## config.mk

```make
export PLATFORM = sky130hd
export DESIGN_NAME = exec_stage_param_flat
export DESIGN_NICKNAME = d
export VERILOG_FILES = /design/src/rtl/exec_stage_param_if.sv /design/src/rtl/exec_stage_param.sv /design/src/flat_wrapper.sv
export SDC_FILE = /design/constraint.sdc
export NUM_CORES = 1
export LEC_CHECK = 0
export BUFFER_PORTS_ARGS = -buffer_cell sky130_fd_sc_hd__buf_2
export CORE_ASPECT_RATIO = 1.1
export CORE_UTILIZATION = 45
export DETAILED_ROUTE_END_ITERATION = 7
export PLACE_DENSITY = 0.71
export SYNTH_ARGS = -nofsm -noshare
export SYNTH_HDL_FRONTEND = slang
export SYNTH_SLANG_ARGS = --single-unit
```

## constraint.sdc

```tcl
create_clock -name clk -period 4.1 [get_ports clk]
set_input_delay 0.205 -clock clk [delete_from_list [all_inputs] [get_ports clk]]
set_output_delay 0.205 -clock clk [all_outputs]
set_load 0.05 [all_outputs]
```

## src/rtl/exec_stage_param_if.sv

```systemverilog
// Operand, control and result bundle between the decode/forwarding logic and exec_stage_param.
// The master side drives the instruction fields; the slave side returns the result, flags and stall.
interface exec_stage_param_if #(
   parameter int WORD_LENGTH = 8,
   parameter int SHIFT_WIDTH = 3
);
   logic [WORD_LENGTH-1:0] r1;
   logic [WORD_LENGTH-1:0] r2;
   logic [WORD_LENGTH-1:0] disp_const;
   logic                   aluBInputSel;
   logic [1:0]             aluInputAForwardingSel;
   logic [1:0]             aluInputBForwardingSel;
   logic [WORD_LENGTH-1:0] Ex_Mem_aluResult;
   logic [WORD_LENGTH-1:0] Mem_Wb_aluResult;
   logic [3:0]             ALUOperation;
   logic [SHIFT_WIDTH-1:0] shiftCount;
   logic                   opValid;
   logic                   ZEn;
   logic                   CEn;
   logic [WORD_LENGTH-1:0] ALUOUT;
   logic                   ZOutput;
   logic                   COutput;
   logic                   stall;

   modport master (
      output r1, r2, disp_const, aluBInputSel,
      output aluInputAForwardingSel, aluInputBForwardingSel,
      output Ex_Mem_aluResult, Mem_Wb_aluResult,
      output ALUOperation, shiftCount, opValid, ZEn, CEn,
      input  ALUOUT, ZOutput, COutput, stall
   );

   modport slave (
      input  r1, r2, disp_const, aluBInputSel,
      input  aluInputAForwardingSel, aluInputBForwardingSel,
      input  Ex_Mem_aluResult, Mem_Wb_aluResult,
      input  ALUOperation, shiftCount, opValid, ZEn, CEn,
      output ALUOUT, ZOutput, COutput, stall
   );
endinterface

```

## src/rtl/exec_stage_param.sv

```systemverilog
// Execute stage: forwarding muxes, single-cycle ALU, Z/C flag registers and an optional
// iterative shift-and-add multiplier enabled by defining EXEC_STAGE_MUL_EN.
module exec_stage_param #(
   parameter int WORD_LENGTH = 8,
   parameter int SHIFT_WIDTH = 3
) (
   input logic               clk,
   input logic               rst,
   exec_stage_param_if.slave bus
);
   localparam int W = WORD_LENGTH;

   localparam logic [3:0] OP_ADD = 4'b0000;
   localparam logic [3:0] OP_ADC = 4'b0001;
   localparam logic [3:0] OP_SUB = 4'b0010;
   localparam logic [3:0] OP_SBC = 4'b0011;
   localparam logic [3:0] OP_AND = 4'b0100;
   localparam logic [3:0] OP_OR  = 4'b0101;
   localparam logic [3:0] OP_XOR = 4'b0110;
   localparam logic [3:0] OP_PSB = 4'b0111;
   localparam logic [3:0] OP_SHL = 4'b1000;
   localparam logic [3:0] OP_SHR = 4'b1001;
   localparam logic [3:0] OP_ROL = 4'b1010;
   localparam logic [3:0] OP_ROR = 4'b1011;
   localparam logic [3:0] OP_MUL = 4'b1100;

   logic [W-1:0] base_op [2];
   logic [W-1:0] fwd_op  [2];
   logic [1:0]   fwd_sel [2];
   logic [W-1:0] a_op;
   logic [W-1:0] b_op;

   logic         z_reg;
   logic         c_reg;
   logic [W-1:0] alu_result;
   logic         alu_carry;
   logic [W:0]   arith;
   logic [W:0]   shl_ext;
   logic [W:0]   shr_ext;
   logic         stall_int;
   logic [W-1:0] alu_out;

   assign base_op[0] = bus.r1;
   assign base_op[1] = bus.aluBInputSel ? bus.disp_const : bus.r2;
   assign fwd_sel[0] = bus.aluInputAForwardingSel;
   assign fwd_sel[1] = bus.aluInputBForwardingSel;

   // Select code 11 deliberately falls back to the base operand.
   genvar gi;
   generate
      for (gi = 0; gi < 2; gi++) begin : g_fwd
         assign fwd_op[gi] = (fwd_sel[gi] == 2'b01) ? bus.Ex_Mem_aluResult :
                             (fwd_sel[gi] == 2'b10) ? bus.Mem_Wb_aluResult :
                                                      base_op[gi];
      end
   endgenerate

   assign a_op = fwd_op[0];
   assign b_op = fwd_op[1];

`ifdef EXEC_STAGE_MUL_EN
   localparam logic [1:0] ST_IDLE = 2'd0;
   localparam logic [1:0] ST_BUSY = 2'd1;
   localparam logic [1:0] ST_DONE = 2'd2;

   logic [1:0]             state_reg, state_next;
   logic [SHIFT_WIDTH-1:0] count_reg, count_next;
   logic [2*W-1:0]         product_reg, product_next;
   logic [2*W-1:0]         mcand_reg, mcand_next;
   logic [W-1:0]           mplier_reg, mplier_next;
   logic                   mul_start;
   logic                   mul_done;

   assign mul_start = (state_reg == ST_IDLE) && bus.opValid && (bus.ALUOperation == OP_MUL);
   assign mul_done  = (state_reg == ST_DONE);
   assign stall_int = mul_start || (state_reg == ST_BUSY);

   always_comb begin
      state_next   = state_reg;
      count_next   = count_reg;
      product_next = product_reg;
      mcand_next   = mcand_reg;
      mplier_next  = mplier_reg;
      case (state_reg)
         ST_IDLE: begin
            if (mul_start) begin
               mcand_next   = {{W{1'b0}}, a_op};
               mplier_next  = b_op;
               product_next = '0;
               count_next   = SHIFT_WIDTH'(W - 1);
               state_next   = ST_BUSY;
            end
         end
         ST_BUSY: begin
            if (mplier_reg[0]) begin
               product_next = product_reg + mcand_reg;
            end
            mcand_next  = mcand_reg << 1;
            mplier_next = mplier_reg >> 1;
            if (count_reg == '0) begin
               state_next = ST_DONE;
            end else begin
               count_next = count_reg - SHIFT_WIDTH'(1);
            end
         end
         default: state_next = ST_IDLE;
      endcase
   end

   always_ff @(posedge clk) begin
      if (rst) begin
         state_reg   <= ST_IDLE;
         count_reg   <= '0;
         product_reg <= '0;
         mcand_reg   <= '0;
         mplier_reg  <= '0;
      end else begin
         state_reg   <= state_next;
         count_reg   <= count_next;
         product_reg <= product_next;
         mcand_reg   <= mcand_next;
         mplier_reg  <= mplier_next;
      end
   end
`else
   assign stall_int = 1'b0;
`endif

   always_comb begin
      alu_result = '0;
      alu_carry  = 1'b0;
      arith      = '0;
      shl_ext    = '0;
      shr_ext    = '0;
      case (bus.ALUOperation)
         OP_ADD, OP_ADC: begin
            arith = {1'b0, a_op} + {1'b0, b_op}
                  + {{W{1'b0}}, (bus.ALUOperation == OP_ADC) & c_reg};
            alu_result = arith[W-1:0];
            alu_carry  = arith[W];
         end
         // Bit W of the widened difference is set exactly when a borrow occurs.
         OP_SUB, OP_SBC: begin
            arith = {1'b0, a_op} - {1'b0, b_op}
                  - {{W{1'b0}}, (bus.ALUOperation == OP_SBC) & c_reg};
            alu_result = arith[W-1:0];
            alu_carry  = arith[W];
         end
         OP_AND: alu_result = a_op & b_op;
         OP_OR:  alu_result = a_op | b_op;
         OP_XOR: alu_result = a_op ^ b_op;
         OP_PSB: alu_result = b_op;
         OP_SHL: begin
            shl_ext    = {1'b0, a_op} << bus.shiftCount;
            alu_result = shl_ext[W-1:0];
            alu_carry  = shl_ext[W];
         end
         OP_SHR: begin
            shr_ext    = {a_op, 1'b0} >> bus.shiftCount;
            alu_result = shr_ext[W:1];
            alu_carry  = shr_ext[0];
         end
         OP_ROL: alu_result = (a_op << bus.shiftCount) | (a_op >> (W - int'(bus.shiftCount)));
         OP_ROR: alu_result = (a_op >> bus.shiftCount) | (a_op << (W - int'(bus.shiftCount)));
`ifdef EXEC_STAGE_MUL_EN
         OP_MUL: begin
            if (mul_done) begin
               alu_result = product_reg[W-1:0];
               alu_carry  = |product_reg[2*W-1:W];
            end
         end
`endif
         default: begin
            alu_result = '0;
            alu_carry  = 1'b0;
         end
      endcase
   end

   assign alu_out = stall_int ? '0 : alu_result;

   // Flags commit only on the cycle an instruction actually retires.
   always_ff @(posedge clk) begin
      if (rst) begin
         z_reg <= 1'b0;
         c_reg <= 1'b0;
      end else if (bus.opValid && !stall_int) begin
         if (bus.ZEn) begin
            z_reg <= (alu_out == '0);
         end
         if (bus.CEn) begin
            c_reg <= alu_carry;
         end
      end
   end

   assign bus.ALUOUT  = alu_out;
   assign bus.ZOutput = z_reg;
   assign bus.COutput = c_reg;
   assign bus.stall   = stall_int;
endmodule
```

## src/flat_wrapper.sv

```systemverilog
// flat-port wrapper written by rule: the top's interface ports become plain ports
module exec_stage_param_flat 
#(
   parameter int WORD_LENGTH = 8,
   parameter int SHIFT_WIDTH = 3
)
  (clk, rst, bus_r1, bus_r2, bus_disp_const, bus_aluBInputSel, bus_aluInputAForwardingSel, bus_aluInputBForwardingSel, bus_Ex_Mem_aluResult, bus_Mem_Wb_aluResult, bus_ALUOperation, bus_shiftCount, bus_opValid, bus_ZEn, bus_CEn, bus_ALUOUT, bus_ZOutput, bus_COutput, bus_stall);
  exec_stage_param_if #(.WORD_LENGTH(WORD_LENGTH), .SHIFT_WIDTH(SHIFT_WIDTH)) bus_i ();
  input logic clk;
  input logic rst;
  input wire logic [$bits(bus_i.r1)-1:0] bus_r1;
  input wire logic [$bits(bus_i.r2)-1:0] bus_r2;
  input wire logic [$bits(bus_i.disp_const)-1:0] bus_disp_const;
  input wire logic [$bits(bus_i.aluBInputSel)-1:0] bus_aluBInputSel;
  input wire logic [$bits(bus_i.aluInputAForwardingSel)-1:0] bus_aluInputAForwardingSel;
  input wire logic [$bits(bus_i.aluInputBForwardingSel)-1:0] bus_aluInputBForwardingSel;
  input wire logic [$bits(bus_i.Ex_Mem_aluResult)-1:0] bus_Ex_Mem_aluResult;
  input wire logic [$bits(bus_i.Mem_Wb_aluResult)-1:0] bus_Mem_Wb_aluResult;
  input wire logic [$bits(bus_i.ALUOperation)-1:0] bus_ALUOperation;
  input wire logic [$bits(bus_i.shiftCount)-1:0] bus_shiftCount;
  input wire logic [$bits(bus_i.opValid)-1:0] bus_opValid;
  input wire logic [$bits(bus_i.ZEn)-1:0] bus_ZEn;
  input wire logic [$bits(bus_i.CEn)-1:0] bus_CEn;
  output wire logic [$bits(bus_i.ALUOUT)-1:0] bus_ALUOUT;
  output wire logic [$bits(bus_i.ZOutput)-1:0] bus_ZOutput;
  output wire logic [$bits(bus_i.COutput)-1:0] bus_COutput;
  output wire logic [$bits(bus_i.stall)-1:0] bus_stall;
  assign bus_i.r1 = bus_r1;
  assign bus_i.r2 = bus_r2;
  assign bus_i.disp_const = bus_disp_const;
  assign bus_i.aluBInputSel = bus_aluBInputSel;
  assign bus_i.aluInputAForwardingSel = bus_aluInputAForwardingSel;
  assign bus_i.aluInputBForwardingSel = bus_aluInputBForwardingSel;
  assign bus_i.Ex_Mem_aluResult = bus_Ex_Mem_aluResult;
  assign bus_i.Mem_Wb_aluResult = bus_Mem_Wb_aluResult;
  assign bus_i.ALUOperation = bus_ALUOperation;
  assign bus_i.shiftCount = bus_shiftCount;
  assign bus_i.opValid = bus_opValid;
  assign bus_i.ZEn = bus_ZEn;
  assign bus_i.CEn = bus_CEn;
  assign bus_ALUOUT = bus_i.ALUOUT;
  assign bus_ZOutput = bus_i.ZOutput;
  assign bus_COutput = bus_i.COutput;
  assign bus_stall = bus_i.stall;
  exec_stage_param #(.WORD_LENGTH(WORD_LENGTH), .SHIFT_WIDTH(SHIFT_WIDTH)) u_core (.clk(clk), .rst(rst), .bus(bus_i));
endmodule
```

# Word level (Yosys, flattened, before mapping)
# Index checks and enable logic that the tools add are counted.
op_classes:
  muxes: 7
  n_addsub: 5
  n_eq_ne: 15
  reduce_logical: 6
  bitwise: 7
  shift: 6
op_table:
  columns: ["operator", "count"]
  rows:
  - ["$pmux W8 S10", 1]
  - ["$mux W8", 5]
  - ["$shl A8 B32 Y8", 1]
  - ["$shr A8 B32 Y8", 1]
  - ["$or A8 B8 Y8", 3]
  - ["$eq A4 B3 Y1 const B", 4]
  - ["$eq A4 B4 Y1 const B", 4]
  - ["$add A8 B8 Y9", 1]
  - ["$add A9 B1 Y9", 1]
  - ["$shl A8 B3 Y9", 1]
  - ["$shr A9 B3 Y9", 1]
  - ["$sub A8 B8 Y9", 1]
  - ["$sub A9 B1 Y9", 1]
  - ["$and A8 B8 Y8", 1]
  - ["$eq A4 B2 Y1 const B", 2]
  - ["$logic_not A8 Y1", 1]
  - ["$shl A8 B3 Y8", 1]
  - ["$shr A8 B3 Y8", 1]
  - ["$xor A8 B8 Y8", 1]
  - ["$sub A4 B3 Y5 const A", 1]
  - ["$eq A2 B1 Y1 const B", 2]
  - ["$eq A2 B2 Y1 const B", 2]
  - ["$eq A4 B1 Y1 const B", 1]
  - ["$logic_not A4 Y1", 1]
  - ["4 further kinds", 7]
totals:
  register_bits: 2
  out_inout_bits: 11
  inputBits: 57
  word_cells: 48

# Depth between registers and ports, before layout
logic_depth:
  ltp_word: 7
  depth_mapped: 16
  ltp_nobuf: 15

# Worst setup path before layout
# OpenSTA, ideal clock, no wires.
synth_timing:
  path_kind: "input to register"
  startpoint: "input bus_aluBInputSel"
  endpoint: "register u_core.z_reg (netlist: u_core.bus.ZOutput)"
  stages: 14
  path_buffers: 1
  t_required_ns: 4.015
  t_arrival_ns: 4.063
  setup_time_ns: 0.085
  setup_slack_ns: -0.048
  path_cell_list: "clkbuf_1 -> mux2_2 -> o211ai_1 -> o21ai_0 -> fa_1 -> fa_1 -> nand2b_1 -> a2111oi_0 -> nor3_1 -> xor2_1 -> a22oi_1 -> nand4_1 -> or3_1 -> o31ai_2"
synth_between:
  elab_chain_len: 7
  elab_cells_between_ends: 12
  classes_between: "add/sub (4); mux (4); bitwise (3); reduce/logical (1)"
synth_rtl:
  columns: ["item", "line", "source"]
  rows:
  - ["start: declaration", "flat_wrapper.sv:14", "input wire logic [$bits(bus_i.aluBInputSel)-1:0] bus_aluBInputSel;"]
  - ["$mux W8 (*)", "exec_stage_param.sv:44", "assign base_op[1] = bus.aluBInputSel ? bus.disp_const : bus.r2;"]
  - ["$mux W8 (*)", "exec_stage_param.sv:53", "(fwd_sel[gi] == 2'b10) ? bus.Mem_Wb_aluResult :"]
  - ["$mux W8 (*)", "exec_stage_param.sv:52", "assign fwd_op[gi] = (fwd_sel[gi] == 2'b01) ? bus.Ex_Mem_aluResult :"]
  - ["$sub A8 B8 Y9 / $add A8 B8 Y9 (equally long branches)", "exec_stage_param.sv:144, exec_stage_param.sv:137", null]
  - ["$sub A9 B1 Y9 / $add A9 B1 Y9 (equally long branches)", "exec_stage_param.sv:145, exec_stage_param.sv:138", null]
  - ["$pmux W8 S10 (*)", "exec_stage_param.sv:135", "case (bus.ALUOperation)"]
  - ["via bus_ALUOUT[6]", "flat_wrapper.sv:24", "output wire logic [$bits(bus_i.ALUOUT)-1:0] bus_ALUOUT;"]
  - ["$logic_not A8 Y1 (*)", "exec_stage_param.sv:189", "z_reg <= (alu_out == '0);"]
  - ["end signal: assignment", "exec_stage_param.sv:189", null]
  - ["end: declaration", "exec_stage_param.sv:33", "logic z_reg;"]
# Mark *: on every way through the listed nets, which the timed path passes. The rest lies on a longest branch.
# A chain may end at the register's enable or synchronous reset.

# Final worst setup path
layout_timing:
  startpoint: "input bus_aluBInputSel"
  endpoint: "register u_core.z_reg (netlist: u_core.bus.ZOutput)"
layout_between:
  elab_chain_len: 7
  elab_cells_between_ends: 12
  classes_between: "add/sub (4); mux (4); bitwise (3); reduce/logical (1)"
layout_rtl:
  columns: ["item", "line"]
  rows:
  - ["$mux W8 (*)", "exec_stage_param.sv:44"]
  - ["$mux W8 (*)", "exec_stage_param.sv:53"]
  - ["$mux W8 (*)", "exec_stage_param.sv:52"]
  - ["$sub A8 B8 Y9 / $add A8 B8 Y9 (equally long branches)", "exec_stage_param.sv:144, exec_stage_param.sv:137"]
  - ["$sub A9 B1 Y9 / $add A9 B1 Y9 (equally long branches)", "exec_stage_param.sv:145, exec_stage_param.sv:138"]
  - ["$pmux W8 S10 (*)", "exec_stage_param.sv:135"]
  - ["$logic_not A8 Y1 (*)", "exec_stage_param.sv:189"]
# Every way passes the cells marked *; elsewhere a longest branch is shown, timed or not.

==> impl_metrics.env <==
export IMPL_syn_area_um2=3100
export IMPL_fin_crit_ns=3.86
export IMPL_clock_skew_ns=0.00520
export IMPL_ys_warn_count=0
export IMPL_synth_xor_area_frac=0.0283
export IMPL_fillers=652
export IMPL_finalSetupViolations=0
export IMPL_synth_edf_count=0
export IMPL_finalWirelength_mm=11.8
export IMPL_first_global_vias=3562
export IMPL_port_buffers=66
export IMPL_start_kind="input pin"
export IMPL_multi_input_area_um2=2830
export IMPL_power_frac_seq=0.025
export IMPL_drive_gt1_frac=0.303
export IMPL_io_pins=68
export IMPL_p_clk_frac=0.091
export IMPL_cpMaxStageDelayCell="or4_1"
export IMPL_dp_slack_ns=-0.140
export IMPL_status="completed"
export IMPL_worst_hold_path_endpoint="u_core.bus.COutput"
export IMPL_arrival_ns=3.98
export IMPL_final_max_slew_viol_count=0
export IMPL_synth_simple_gate_area_frac=0.226
export IMPL_power_switching_share=0.547
export IMPL_timing_final_ws_setup_ns=0.240
export IMPL_dp_hpwl_mm=9.68
export IMPL_reg2reg_slack_ns=0.62
export IMPL_syn_to_final_growth_pct=21.4
export IMPL_worstReg2RegEnd="u_core.bus.ZOutput"
export IMPL_critPathRequiredTime_ns=4.23
export IMPL_grt_pass1_wl_mm=18.2
export IMPL_num_vias=3851
export IMPL_syn_area_per_cell_um2=7.32
export IMPL_grt_max_degree=27
export IMPL_fp_dieW_um=81.1
export IMPL_slew_headroom=0.436
export IMPL_cts_reportedPaths_clkPinSlew_ns=0.03
export IMPL_hold_path_class="in2reg"
export IMPL_drc=0
export IMPL_synthAdderAreaFrac=0.143
export IMPL_ys_flop_type="dfxtp_1"
export IMPL_synthesis_instances=423
export IMPL_die_area_um2=7220
export IMPL_place_gp_congestion=1.05
export IMPL_max_cap_viol_count=0
export IMPL_period_share=0.941
export IMPL_crit_type="in2reg"
export IMPL_synth_top_family_by_area="compound AO/OA/AOI/OAI gates"
export IMPL_antenna_cells=0
export IMPL_wire_per_inst_um=20.1
export IMPL_path_delay_family="simple AND/OR/NAND/NOR gates"
export IMPL_cts_buffers_inserted=3
export IMPL_grt_usage=0.332
export IMPL_yosys_top_cells_area="mux2i_1 12%, ha_1 12%, mux4_2 5.1%"
export IMPL_netlist_area_leader_share=0.120
export IMPL_p_switching_w=0.000469
export IMPL_rows=31
export IMPL_rr_worst_depth=11
export IMPL_r2r_start="u_core.bus.COutput"
export IMPL_yosysTopAreaCell="mux2i_1"
export IMPL_internal_power_w=0.000389
export IMPL_core_region_area_um2=6630
export IMPL_post_cts_buffers=0
export IMPL_peakVddDrop_mv=0.217
export IMPL_dr_pass1_iters=5
export IMPL_insertion_delay_ns=0.21
export IMPL_finalHoldViolCount=0
export IMPL_cts_tree="built"
export IMPL_hold_start="rst"
export IMPL_die_h_um=89.0
export IMPL_hold_depth=2
export IMPL_ant_nets=0
export IMPL_ctsResizeCount=0
export IMPL_worstPathCellList="buf_2 > mux2_2 > o211ai_1 > o21ai_0 > fa_1 > fa_1 > nand2b_1 > a21oi_1 > mux2i_1 > a2111oi_2 > nand3_1 > or4_1 > or4_1 > o31ai_2"
export IMPL_setup_tns_ns=0
export IMPL_slowest_delay_ns=0.51
export IMPL_synth_distinct_cells=66
export IMPL_tightest_slew_ns=0.844
export IMPL_numClockSinks=2
export IMPL_ctsHoldBuffers=0
export IMPL_ys_async_sr_fraction=0
export IMPL_vias_per_cell=6.56
export IMPL_rsz0062_at_grt="no"
export IMPL_ys_ff_latch=2
export IMPL_critPathBufInv=1
export IMPL_start_util=0.467
export IMPL_comb_power_share=0.884
export IMPL_path_max_fanout=4
export IMPL_antenna_found_initial=0
export IMPL_end_kind="register"
export IMPL_hold_slack_ns=0.204
export IMPL_cts_htree_levels=1
export IMPL_grt_ovfl_total=0
export IMPL_cts_buffer_depth=2
export IMPL_nNetsFinal=597
export IMPL_p_leak_nw=1.75
export IMPL_yosysSeqAreaShare=0.0129
export IMPL_synthMuxAreaShare=0.237
export IMPL_clock_fmax_mhz=259
export IMPL_first_iter_violations=436
export IMPL_synth_compound_gate_area_share=0.277
export IMPL_syn_num_nets=513
export IMPL_regArea_um2=40.0
export IMPL_cts_root_buf="clkbuf_8"
export IMPL_p_per_area_nw_per_um2=228
-- layout by cell type (no fill, tap or decap), drive strengths merged, types with 6 or more instances in the layout --
master	count
or3	7
or2	7
nand3	6
inv	32
o21ai	26
nand2b	12
nor3	17
mux2	17
a211oi	8
buf	105
nand3b	6
ha	29
mux2i	37
a21oi	22
nand2	33
o22ai	11
mux4	7
o211ai	9
a22oi	8
nor2	18
-- kinds of logic (layout without fill, tap and decap cells) --
family | count (synthesis) | in the layout
buffers and inverters | 58 | 140
DFF | 2 | 2
other | 1 | 1
and+or+nand+nor | 132 | 132
adders and majority gates | 33 | 33
xor gates and xnor gates | 10 | 10
AOI/OAI and AO/OA | 126 | 126
muxes | 61 | 61
-- per-stage QoR --
stage	area, um2	total power, W	utilization	cells
2_1_floorplan	3100	0.000522	-	423
3_3_place_gp	3710	0.000749	0.560	584
3_5_place_dp	3710	0.000757	0.560	584
4_1_cts	3750	0.000840	0.566	587
5_1_grt	3760	0.000916	0.567	587
6_report	3760	0.000857	0.567	587
-- power groups by stage --
stage / combinational [W] / clock [W] / sequential [W]
3_5_place_dp: 0.000735 / 0 / 0.0000217
3_3_place_gp: 0.000728 / 0 / 0.0000215
5_1_grt: 0.000815 / 0.0000794 / 0.0000216
4_1_cts: 0.000739 / 0.0000794 / 0.0000215
6_report: 0.000758 / 0.0000781 / 0.0000214
2_1_floorplan: 0.000498 / 0 / 0.0000246
-- synthesized netlist by cell type, types with 11 or more instances --
| library cell | number |
|---|---|
| nand2_1 | 33 |
| o22ai_1 | 11 |
| a21oi_1 | 22 |
| inv_1 | 23 |
| clkbuf_1 | 20 |
| mux2_2 | 13 |
| ha_1 | 29 |
| mux2i_1 | 37 |
| nand2b_1 | 12 |
| o21ai_0 | 26 |
| nor3_1 | 17 |
| nor2_1 | 18 |
-- registers in the layout, indices dropped and copies added (netlist names) --
name and cells:
u_core.bus.COutput 1, u_core.bus.ZOutput 1
-- cell type report --
cell class | count | share of cell area
Clock buffer | 3 | 0.0110
Inverter | 32 | 0.0319
Multi-Input combinational cell | 363 | 0.753
Sequential cell | 2 | 0.0106
Tap cell | 82 | 0.0273
Timing Repair Buffer | 105 | 0.166
-- worst max-delay path by stage --
stage                     depth (start not counted)  slack (ns)              from            endpoint
after floorplan                                  14        0.12  bus_aluBInputSel  u_core.bus.ZOutput
after global placement                           14       -0.04  bus_aluBInputSel  u_core.bus.ZOutput
after detailed placement                         14       -0.14  bus_aluBInputSel  u_core.bus.ZOutput
after CTS                                        14        0.06  bus_aluBInputSel  u_core.bus.ZOutput
after global routing                             16        0.01  bus_aluBInputSel  u_core.bus.ZOutput
final                                            14        0.24  bus_aluBInputSel  u_core.bus.ZOutput
-- routing by layer --
layer | share of wire | vias up | GRT usage
met1 | 0.40 | 1770 | 0.412
met3 | 0.086 | 61 | 0.0459
li1 | - | 1770 | -
met4 | 0.060 | 0 | 0.153
met5 | 0 | - | 0
met2 | 0.46 | 250 | 0.568
(Power assumes the default switching activity.)
